[src/rtl/cordic_sequencer.sv]
// Command sequencer for the shared iterative CORDIC datapath: latches one command,
// issues a load cycle plus ITERATIONS micro-steps, then captures and presents the result.
module cordic_sequencer #(
  parameter int ITERATIONS = 16,
  parameter int IDX_W      = 5
) (
  input  logic             clk,
  input  logic             reset,
  input  logic             start,
  input  logic [1:0]       operation_in,
  input  logic [31:0]      angle_in,
  input  logic [21:0]      x_in,
  input  logic [21:0]      y_in,
  input  logic             abort,
  output logic             cmd_ready,
  output logic             busy,
  output logic             dp_load,
  output logic             dp_step,
  output logic [IDX_W-1:0] dp_iter,
  output logic [1:0]       dp_mode,
  output logic [31:0]      dp_angle,
  output logic [21:0]      dp_x,
  output logic [21:0]      dp_y,
  input  logic [21:0]      dp_x_res,
  input  logic [21:0]      dp_y_res,
  input  logic [31:0]      dp_z_res,
  output logic [21:0]      result_x,
  output logic [21:0]      result_y,
  output logic [31:0]      result_z,
  output logic             result_valid,
  output logic             error
);

  typedef enum logic [2:0] {S_IDLE, S_ERR, S_LOAD, S_ITER, S_CAPTURE, S_DONE} state_t;

  localparam logic [IDX_W-1:0] LAST_IDX = IDX_W'(ITERATIONS - 1);
  localparam logic [1:0]       OP_RSVD  = 2'b11;

  state_t           state, state_nxt;
  logic [IDX_W-1:0] iter_cnt;
  logic             accept;

  assign accept = (state == S_IDLE) && start;

  always_ff @(posedge clk or posedge reset) begin
    if (reset) state <= S_IDLE;
    else       state <= state_nxt;
  end

  always_comb begin
    state_nxt = state;
    case (state)
      S_IDLE:    if (start) state_nxt = (operation_in == OP_RSVD) ? S_ERR : S_LOAD;
      S_ERR:     state_nxt = S_IDLE;
      S_LOAD:    state_nxt = abort ? S_IDLE : S_ITER;
      S_ITER:    if (abort)                    state_nxt = S_IDLE;
                 else if (iter_cnt == LAST_IDX) state_nxt = S_CAPTURE;
      S_CAPTURE: state_nxt = abort ? S_IDLE : S_DONE;
      S_DONE:    state_nxt = S_IDLE;
      default:   state_nxt = S_IDLE;
    endcase
  end

  // Operands are held across IDLE so the datapath inputs only move on an accepted command.
  always_ff @(posedge clk or posedge reset) begin
    if (reset) begin
      dp_mode  <= '0;
      dp_angle <= '0;
      dp_x     <= '0;
      dp_y     <= '0;
    end else if (accept) begin
      dp_mode  <= operation_in;
      dp_angle <= angle_in;
      dp_x     <= x_in;
      dp_y     <= y_in;
    end
  end

  always_ff @(posedge clk or posedge reset) begin
    if (reset)                 iter_cnt <= '0;
    else if (state == S_ITER)  iter_cnt <= iter_cnt + 1'b1;
    else                       iter_cnt <= '0;
  end

  // An abort during CAPTURE must leave the previous results untouched.
  always_ff @(posedge clk or posedge reset) begin
    if (reset) begin
      result_x <= '0;
      result_y <= '0;
      result_z <= '0;
    end else if (state == S_CAPTURE && !abort) begin
      result_x <= dp_x_res;
      result_y <= dp_y_res;
      result_z <= dp_z_res;
    end
  end

  assign cmd_ready    = (state == S_IDLE);
  assign busy         = (state == S_LOAD) || (state == S_ITER) ||
                        (state == S_CAPTURE) || (state == S_DONE);
  assign dp_load      = (state == S_LOAD);
  assign dp_step      = (state == S_ITER);
  assign dp_iter      = (state == S_ITER) ? iter_cnt : '0;
  assign result_valid = (state == S_DONE);
  assign error        = (state == S_ERR);

endmodule
[config.mk]
export PLATFORM = sky130hd
export DESIGN_NAME = cordic_sequencer
export DESIGN_NICKNAME = d
export VERILOG_FILES = /design/src/rtl/cordic_sequencer.sv
export SDC_FILE = /design/constraint.sdc
export NUM_CORES = 1
export LEC_CHECK = 0
export CORE_AREA = 4 4 124 126
export CTS_CLUSTER_DIAMETER = 150
export DETAILED_ROUTE_END_ITERATION = 6
export DIE_AREA = 0 0 128 130
export DONT_BUFFER_PORTS = 1
export GPL_TIMING_DRIVEN = 0
export HOLD_SLACK_MARGIN = 0.06
export PLACE_DENSITY_LB_ADDON = 0.05
export SLEW_MARGIN = 20
export SYNTH_ARGS = -nofsm -noshare
export SYNTH_HDL_FRONTEND = slang
export SYNTH_SLANG_ARGS = --single-unit
export TNS_END_PERCENT = 30
[constraint.sdc]
create_clock -name clk -period 5.39 [get_ports clk]
set_input_delay 1.3475 -clock clk [delete_from_list [all_inputs] [get_ports clk]]
set_output_delay 1.3475 -clock clk [all_outputs]
set_load 0.02 [all_outputs]
==> flow_summary.json, run 1 <==
{
  "rows": 44,
  "viasPerCell": 5.26,
  "syn_inst": 375,
  "synth_compound_area_share_pct": 0.478,
  "crit_arrival_ns": 2.04,
  "ys.warnings.count": 0,
  "grt_max_degree": 34,
  "postCtsHoldBufs": 0,
  "status": "finished, final reports clean",
  "netlist.area_leader.share_pct": 64.5,
  "cts_buffers": 17,
  "num_io_pins": 323,
  "gp_congestion": 0.758,
  "period_minus_slack_ns": 3.39,
  "max_stage_delay_ns": 0.50,
  "fin_setup_tns_ns": 0,
  "p_per_area_mw_per_mm2": 547,
  "p_sw_mw": 1.36,
  "yosys.area.top_type": "dfrtp_1",
  "synthSimpleGateAreaFrac_pct": 2.61,
  "synth.area.top_cells": "dfrtp_1 (64%), mux2_2 (22%), mux2_4 (6.9%)",
  "yosysSeqAreaShare_pct": 64.5,
  "cts_tree": "yes",
  "cpMaxStageDelayCell": "dfrtp_1",
  "die_height_um": 130,
  "drv_cap": 0,
  "ys_ff_latch": 162,
  "syn_area_mm2": 0.00629,
  "synth_top_family_by_area": "multiplexers",
  "groute.usage.overall_pct": 17.0,
  "worstHoldPathType": "reg -> reg",
  "grt_pass1_vias": 3506,
  "drt_iter0_drc": 109,
  "fin_nets": 559,
  "critPathMaxFanout": 10,
  "final_util_pct": 50.2,
  "clockPowerShare_pct": 28.9,
  "overflow": 0,
  "path_cells": "nor2b_1, clkbuf_1, nand2_1, nor2_1",
  "synth_fa_ha_area_share_pct": 0.398,
  "die_w_um": 128,
  "path_clk_slew_ns": 0.06,
  "h-tree-depth": 4,
  "synthToLayoutAreaGrowth_pct": 14.3,
  "clock_tree.buffer_depth": 2,
  "grt_pass1_wl_um": 21300,
  "vias": 3134,
  "synth-edff-count": 0,
  "port_buffers": 0,
  "path_class": "reg -> out",
  "ys_top_cells_by_count": "dfrtp_1 (162), mux2_2 (125), mux2_4 (29)",
  "synth_mux_area_share_pct": 29.3,
  "power_frac_seq_pct": 56.4,
  "antenna_left": 0,
  "rsz0062_at_grt": "no",
  "synth_xor_area_share_pct": 0.418,
  "slew_violations": 0,
  "synthArstFlopShare_pct": 100,
  "min_period_over_period_pct": 62.9,
  "insertion_delay_ns": 0.42,
  "p_comb_share_pct": 14.7,
  "clock_sinks": 162,
  "wl_um": 14300,
  "hold_viol_final": 0,
  "avgRoutedWirePerCell_um": 24.0,
  "switching_share_pct": 34.6,
  "fin_ws_ns": 2.00,
  "slew_headroom_pct": 48.1,
  "synth_most_common_cell": "dfrtp_1",
  "setup_viol": 0,
  "setup.worst_path.start_class": "flop",
  "post-dp-hpwl_um": 11400,
  "ir_drop_uv": 258,
  "crit_required_ns": 4.04,
  "ys_types": 25,
  "fp.dieArea_mm2": 0.0166,
  "ctsResizeCount": 0,
  "post_cts_buffers": 0,
  "coreArea_mm2": 0.0143,
  "pre_cts_slack_ns": 2.48,
  "syn-num-nets": 535,
  "synth_ff_type": "dfrtp_1",
  "start_util_pct": 43.9,
  "root_buffer": "clkbuf_16",
  "avgSynthCellArea_um2": 16.8,
  "end_kind": "output pin",
  "drive_above_1_share_pct": 51.0,
  "worstMarginPinSlew_ns": 0.777,
  "p_leak_nw": 3.38,
  "antenna_found_initial": 0,
  "antennaDiodeCount": 0,
  "drcViolationCount": 0,
  "finClkSkew_ns": 0.00666,
  "r2r_slack_ns": 3.32,
  "p_int_mw": 2.57,
  "fin_total_pwr_mw": 3.93,
  "drt_pass1_iterations": 5,
  "fmax_ghz": 0.295
}
[sequential cells by signal, summed over array words and instances (netlist names)]
| signal | flops |
|---|---|
| state | 3 |
| result_z | 32 |
| iter_cnt | 5 |
| dp_x | 22 |
| dp_angle | 32 |
| dp_mode | 2 |
| dp_y | 22 |
| result_y | 22 |
| result_x | 22 |
[cell usage in the layout (no fill, tap or decap), drive strengths merged]
cell type,count
buf,22
nor4b,1
nand3,1
dfrtp,162
bufinv,1
nor2b,2
xor2,2
nor3,1
inv,3
clkbuf,22
and3,6
xnor2,1
clkinv,8
o2bb2ai,1
and2,1
a32oi,1
nor3b,1
a22oi,1
nand2,5
mux2,154
clkinvlp,3
and3b,1
ha,2
o21ai,1
nor2,9
[stage by stage]
step | instances | hold WS [ns] | instance area [um^2]
2_1_floorplan | 375 | 0.446 | 6290
3_3_place_gp | 559 | 0.480 | 6520
3_5_place_dp | 564 | 0.487 | 6620
4_1_cts | 596 | 0.495 | 7190
5_1_grt | 596 | 0.523 | 7190
6_report | 596 | 0.491 | 7190
[final timing paths]
check,startpoint,end,depth (start not counted)
max,state[1]$_DFFE_PP0P_,dp_iter[4],4
min,iter_cnt[0]$_DFF_PP0_,iter_cnt[0]$_DFF_PP0_,1
max reg2reg,state[0]$_DFFE_PP0P_,dp_y[0]$_DFFE_PP0P_,6
min reg2reg,iter_cnt[0]$_DFF_PP0_,iter_cnt[0]$_DFF_PP0_,1
max in group asynchronous,reset,state[1]$_DFFE_PP0P_,4
min in group asynchronous,reset,result_x[0]$_DFFE_PP0P_,1
[layout make-up]
class | instances | area (um^2)
timing repair buffer | 5 | 100
buffer | 19 | 134
fill | 1216 | 7130
clock buffer | 20 | 457
multi-input combinational | 191 | 2090
sequential | 162 | 4050
clock inverter | 12 | 109
inverter | 3 | 15.0
tap | 184 | 230
[power groups by stage]
| stage | Clock [mW] | Combinational (mW) | Sequential (mW) |
|---|---|---|---|
| floorplan | 0 | 0.509 | 2.13 |
| global placement | 0 | 0.558 | 2.25 |
| detailed placement | 0 | 0.587 | 2.25 |
| CTS | 1.17 | 0.589 | 2.23 |
| global route | 1.23 | 0.636 | 2.26 |
| finish | 1.14 | 0.579 | 2.21 |
[cell families (layout without fill, tap and decap cells)]
group,Yosys count,count (layout)
multiplexers,154,154
XOR/XNOR,3,3
AO/OA/AOI/OAI,4,4
adder cells (fa/ha/maj),2,2
buffers and inverters,22,59
AND/OR/NAND/NOR,28,28
flip-flops,162,162
[critical path, delay by kind of cell, from the launching register on]
| family | cells | cell delay (ns) |
|---|---|---|
| flip-flops | 1 | 0.50 |
| AND/OR/NAND/NOR | 3 | 0.80 |
| buffers and inverters | 1 | 0.32 |
[routing by layer]
layer / part of all wire [%] / global-route usage, % / wire, um
met5: 0 / 0 / 0
met2: 52 / 28.3 / 7490
met1: 34 / 18.2 / 4800
met4: 1.2 / 5.18 / 177
met3: 13 / 10.3 / 1850
Note: power is estimated with default switching activity, not from simulation.
==> run 2: changes to the inputs <==
--- a/config.mk
+++ b/config.mk
@@ -5,10 +5,11 @@
 export SDC_FILE = /design/constraint.sdc
 export NUM_CORES = 1
 export LEC_CHECK = 0
-export CORE_AREA = 4 4 124 126
+export ABC_AREA = 1
+export CORE_AREA = 4 4 122 124
 export CTS_CLUSTER_DIAMETER = 150
 export DETAILED_ROUTE_END_ITERATION = 6
-export DIE_AREA = 0 0 128 130
+export DIE_AREA = 0 0 126 128
 export DONT_BUFFER_PORTS = 1
 export GPL_TIMING_DRIVEN = 0
 export HOLD_SLACK_MARGIN = 0.06
==> constraint.sdc (replaced) <==
create_clock -name clk -period 2.9 [get_ports clk]
set_input_delay 0.725 -clock clk [delete_from_list [all_inputs] [get_ports clk]]
set_output_delay 0.725 -clock clk [all_outputs]
set_load 0.02 [all_outputs]
==> run 2 against run 1 <==
Cell count increased by 58%; global-route usage increased by 5.0 points; clock skew increased by 0.00077 ns; core utilization increased by 3.1 points; clock power increased by 110%; register-to-register slack got worse by 1.9 ns; hold slack got worse by 0.26 ns; worst setup slack got worse by 1.8 ns.
==> flow_summary.json, run 2 <==
{
  "status": "finished, final reports clean",
  "antenna_found_initial": 0,
  "critical_path.top_delay_family": "simple AND/OR/NAND/NOR gates",
  "antennaDiodeCount": 0,
  "timing.critical_path.buf_inv": 1,
  "crit_required_ns": 2.17,
  "fp.dieArea_mm2": 0.0161,
  "hold_viol_final": 0,
  "final_cell_area_mm2": 0.00734,
  "fin_ws_ns": 0.235,
  "vias": 4886,
  "path_class": "reg -> out",
  "ff_latch_area_mm2": 0.00405,
  "finClkSkew_ns": 0.00743,
  "period_minus_slack_ns": 2.66,
  "fin_nets": 912,
  "post_cts_buffers": 0,
  "overflow": 0,
  "drv_cap": 0,
  "groute.usage.overall_pct": 22.0,
  "root_buffer": "clkbuf_16",
  "grt_pass1_wl_um": 27500,
  "ys.warnings.count": 0,
  "top_regs": "dp_angle: 32 flops, result_z: 32 flops",
  "synth.area.top_cells": "dfrtp_1 (63%), nand2_1 (23%), nand3_1 (6.6%)",
  "port_buffers": 0,
  "drt_iter0_drc": 244,
  "rsz0062_at_grt": "no",
  "path_cells": "nand2_1, nor2_2, inv_1, nor2_1",
  "yosys.area.top_type": "dfrtp_1",
  "slew_headroom_pct": 51.3,
  "num_io_pins": 323,
  "die_height_um": 128,
  "setup_viol": 0,
  "start_util_pct": 46.5,
  "fmax_ghz": 0.375,
  "wl_um": 17900,
  "setup.worst_path.start_class": "flop",
  "clock_tree.buffer_depth": 2,
  "synthArstFlopShare_pct": 100,
  "ctsResizeCount": 0,
  "insertion_delay_ns": 0.41,
  "postCtsHoldBufs": 0,
  "syn_area_mm2": 0.00640,
  "final_util_pct": 53.3,
  "p_leak_nw": 4.02,
  "netlist.area_leader.share_pct": 63.3,
  "h-tree-depth": 4,
  "synthToLayoutAreaGrowth_pct": 14.7,
  "grt_pass1_vias": 4892,
  "final_cell_mix": "nand2_1 (398), dfrtp_1 (162), nand3_1 (84), buf_2 (23), clkbuf_16 (17)",
  "gp_congestion": 0.850,
  "drt_pass1_iterations": 4,
  "multi_input_area_mm2": 0.00207,
  "synth-edff-count": 0,
  "cts_buffers": 17,
  "cts_tree": "yes",
  "syn-num-nets": 888,
  "drive_above_1_share_pct": 9.32,
  "crit_arrival_ns": 1.94,
  "pre_cts_slack_ns": 0.661,
  "die_w_um": 126,
  "slew_violations": 0,
  "ys_ff_latch": 162,
  "viasPerCell": 5.19,
  "ys_types": 20,
  "worstMarginPinSlew_ns": 0.724,
  "avgRoutedWirePerCell_um": 19.0,
  "p_per_area_mw_per_mm2": 1250,
  "synth_ff_type": "dfrtp_1",
  "antenna_left": 0,
  "grt_max_degree": 35,
  "drcViolationCount": 0,
  "post-dp-hpwl_um": 14100,
  "yosysSeqAreaShare_pct": 63.3,
  "ir_drop_uv": 467,
  "rows": 43,
  "end_kind": "output pin",
  "cpMaxStageDelayCell": "dfrtp_1",
  "max_stage_delay_ns": 0.46,
  "placed_area_mm2": 0.00673,
  "fillers": 1266,
  "coreArea_mm2": 0.0138,
  "clock_sinks": 162,
  "syn_inst": 728,
  "critPathMaxFanout": 8,
  "worstHoldPathType": "in -> async",
  "avgSynthCellArea_um2": 8.79,
  "layout_commonest_cell": "nand2_1",
  "min_period_over_period_pct": 91.9,
  "path_clk_slew_ns": 0.06,
  "synth_most_common_cell": "nand2_1",
  "ys_top_cells_by_count": "nand2_1 (398), dfrtp_1 (162), nand3_1 (84)"
}
==> run 2: worst paths after layout <==
| path | startpoint | end | slack (ns) | cells after the start |
|---|---|---|---|---|
| min reg2reg | iter_cnt[0]$_DFF_PP0_ | iter_cnt[0]$_DFF_PP0_ | 0.50 | 1 |
| min | reset | result_x[14]$_DFFE_PP0P_ | 0.23 | 1 |
| max reg2reg | state[0]$_DFFE_PP0P_ | result_x[17]$_DFFE_PP0P_ | 1.39 | 7 |
| max | state[1]$_DFFE_PP0P_ | dp_iter[4] | 0.24 | 4 |
| max in group asynchronous | reset | state[0]$_DFFE_PP0P_ | 1.96 | 3 |
| min in group clk | dp_x_res[11] | result_x[11]$_DFFE_PP0P_ | 0.42 | 2 |
==> run 2: area by class of cell <==
class,instances,share of cell area [%]
flip-flops and latches,162,55.2
multi-input cells,509,28.1
clock buffers,23,6.24
well taps,180,3.07
plain buffers,41,3.00
clock inverters,6,2.11
repair buffers,5,1.36
inverters,16,0.903
==> run 2: layer usage <==
metal  global-route usage [%]  vias up  share of wire (%)
li1                         -     2303                  -
met1                     25.6     2330                 37
met2                     37.2      224                 51
met3                     9.25       29                 10
met4                     7.19        0                1.9
met5                        0        -                  0
==> run 2: cells by family (layout without fill, tap and decap cells) <==
| kind of cell | after synthesis | after routing | synth area share, % |
|---|---|---|---|
| adders and majority gates | 2 | 2 | 0.391 |
| AOI/OAI and AO/OA | 3 | 3 | 0.234 |
| and+or+nand+nor | 504 | 504 | 31.6 |
| buffers and inverters | 57 | 91 | 4.42 |
| DFF | 162 | 162 | 63.3 |
==> run 2: power by group <==
| group | internal (mW) | switching (mW) | leakage (nW) |
|---|---|---|---|
| logic | 0.599 | 1.09 | 1.63 |
| clock network | 1.54 | 0.827 | 0.297 |
| registers | 3.17 | 1.92 | 2.09 |
==> run 2: metrics by stage <==
stage,setup TNS [ns],hold slack [ns],instances,power [mW]
after floorplan,0,0.454,728,6.16
after global placement,-106.38,0.476,908,6.76
after detailed placement,0,0.492,913,6.88
after CTS,0,0.224,942,9.26
after global routing,0,0.237,942,9.72
final,0,0.232,942,9.15
==> run 3: changes to the inputs <==
--- a/config.mk
+++ b/config.mk
@@ -5,11 +5,11 @@
 export SDC_FILE = /design/constraint.sdc
 export NUM_CORES = 1
 export LEC_CHECK = 0
-export ABC_AREA = 1
-export CORE_AREA = 4 4 122 124
+export ABC_AREA = 0
+export CORE_AREA = 4 4 124 126
 export CTS_CLUSTER_DIAMETER = 150
 export DETAILED_ROUTE_END_ITERATION = 6
-export DIE_AREA = 0 0 126 128
+export DIE_AREA = 0 0 128 130
 export DONT_BUFFER_PORTS = 1
 export GPL_TIMING_DRIVEN = 0
 export HOLD_SLACK_MARGIN = 0.06
==> run 3 against run 2 <==
Hold slack worse by 0.11 ns; sequential share of layout area increased by 1.2 points; clock skew down 0.00078 ns; register-to-register slack worse by 0.56 ns; wire length fell by 20%; core utilization fell by 3.1 points; highest routed layer unchanged.
==> flow_summary.json, run 3 (same netlist as run 1, synthesis figures left out) <==
{
  "status": "finished, final reports clean",
  "vias": 3134,
  "drv_cap": 0,
  "ir_drop_uv": 480,
  "wl_um": 14300,
  "ctsResizeCount": 0,
  "crit_arrival_ns": 1.94,
  "min_period_over_period_pct": 92.0,
  "fin_nets": 559,
  "path_cells": "nor2b_1, clkbuf_1, nand2_1, nor2_2",
  "timing.critical_path.buf_inv": 1,
  "end_kind": "output pin",
  "rows": 44,
  "worstHoldPathType": "in -> async",
  "fin_ws_ns": 0.231,
  "setup.worst_path.start_class": "flop",
  "coreArea_mm2": 0.0143,
  "p_per_area_mw_per_mm2": 1020,
  "fmax_ghz": 0.375,
  "p_int_mw": 4.78,
  "crit_required_ns": 2.17,
  "pre_cts_slack_ns": 0.617,
  "path_clk_slew_ns": 0.06,
  "avgRoutedWirePerCell_um": 24.0,
  "slew_violations": 0,
  "final_util_pct": 50.2,
  "synthToLayoutAreaGrowth_pct": 14.3,
  "drt_iter0_drc": 110,
  "multi_input_area_mm2": 0.00209,
  "p_sw_mw": 2.53,
  "antenna_found_initial": 0,
  "die_w_um": 128,
  "overflow": 0,
  "drcViolationCount": 0,
  "p_comb_share_pct": 14.7,
  "p_leak_nw": 3.38,
  "root_buffer": "clkbuf_16",
  "num_io_pins": 323,
  "ff_latch_area_mm2": 0.00405,
  "start_util_pct": 43.9,
  "period_minus_slack_ns": 2.67,
  "slew_headroom_pct": 48.1,
  "antenna_left": 0,
  "viasPerCell": 5.26,
  "clock_tree.buffer_depth": 2,
  "rsz0062_at_grt": "no",
  "top_regs": "dp_angle: 32 flops, result_z: 32 flops",
  "fp.dieArea_mm2": 0.0166,
  "max_stage_delay_ns": 0.50,
  "port_buffers": 0,
  "critPathMaxFanout": 10,
  "clockPowerShare_pct": 28.9,
  "switching_share_pct": 34.6,
  "path_class": "reg -> out",
  "postCtsHoldBufs": 0,
  "grt_max_degree": 34,
  "layout_commonest_cell": "dfrtp_1",
  "post_cts_buffers": 0,
  "setup_viol": 0,
  "antennaDiodeCount": 0,
  "cpMaxStageDelayCell": "dfrtp_1",
  "fillers": 1215,
  "clock_sinks": 162,
  "drt_pass1_iterations": 5,
  "grt_pass1_vias": 3506,
  "hold_viol_final": 0,
  "grt_pass1_wl_um": 21300,
  "cts_buffers": 17,
  "final_cell_mix": "dfrtp_1 (162), mux2_2 (125), mux2_4 (29), clkbuf_16 (17)",
  "critical_path.top_delay_family": "simple AND/OR/NAND/NOR gates",
  "insertion_delay_ns": 0.42,
  "drive_above_1_share_pct": 51.2,
  "groute.usage.overall_pct": 17.0,
  "die_height_um": 130,
  "post-dp-hpwl_um": 11400,
  "cts_tree": "yes",
  "worstMarginPinSlew_ns": 0.777,
  "finClkSkew_ns": 0.00665,
  "power_frac_seq_pct": 56.3,
  "gp_congestion": 0.758,
  "h-tree-depth": 4
}
## run 3: cell types whose count changed in the layout (fill, tap and decap cells not counted), sizes merged, moves of 6 or more
cell    before  now
and3         0    6
buf         37   22
clkbuf      32   22
clkinv       1    8
inv         15    3
mux2         0  154
nand2      400    5
nand3       85    1
nor2        17    9
## run 3: worst register-to-register path: cells and delay by family, from the launching register on
kind	cells	cell delay, ns
AND/OR/NAND/NOR	2	0.72
flip-flops	1	0.46
multiplexers	1	0.31
buffers and inverters	3	0.47
## run 3: layout make-up
class | instances | share of cell area [%]
Buffer | 19 | 1.86
Clock inverter | 12 | 1.51
Multi-Input combinational cell | 191 | 29.1
Inverter | 3 | 0.209
Tap cell | 184 | 3.20
Timing Repair Buffer | 5 | 1.39
Sequential cell | 162 | 56.4
Clock buffer | 20 | 6.35
## run 3: final timing paths
kind	slack, ns	from	depth (start not counted)	to
hold reg to reg	0.49	iter_cnt[0]$_DFF_PP0_	1	iter_cnt[0]$_DFF_PP0_
setup / recovery	0.23	state[1]$_DFFE_PP0P_	4	dp_iter[4]
setup reg to reg	0.83	state[0]$_DFFE_PP0P_	6	dp_y[0]$_DFFE_PP0P_
min in group clk	0.37	abort	1	state[2]$_DFFE_PP0P_
max in group asynchronous	1.87	reset	4	state[1]$_DFFE_PP0P_
hold / removal	0.12	reset	1	result_x[0]$_DFFE_PP0P_
## run 3: power by group through the flow
stage          sequential, mW  clock (mW)  combinational [mW]
3_3_place_gp             4.18           0                1.04
3_5_place_dp             4.18           0                1.09
2_1_floorplan            3.96           0               0.946
5_1_grt                  4.20        2.28                1.18
4_1_cts                  4.15        2.17                1.09
6_report                 4.12        2.11                1.08
## run 3: metrics by stage
| step | cells | TNS, ns | hold WS (ns) | instance area [um^2] | power, mW |
|---|---|---|---|---|---|
| detailed placement | 564 | 0 | 0.487 | 6620 | 5.27 |
| global route | 596 | 0 | 0.120 | 7190 | 7.67 |
| finish | 596 | 0 | 0.124 | 7190 | 7.30 |
| floorplan | 375 | 0 | 0.446 | 6290 | 4.90 |
| global placement | 559 | -106.55 | 0.480 | 6520 | 5.22 |
| CTS | 596 | 0 | 0.111 | 7190 | 7.41 |
## run 3: per-layer routing
metal  share of wire [%]  global-route usage [%]  up-vias
met4                 1.2                    5.18        0
met3                  13                    10.3       17
li1                    -                       -     1363
met1                  34                    18.2     1575
met2                  52                    28.3      179
met5                   0                       0        -
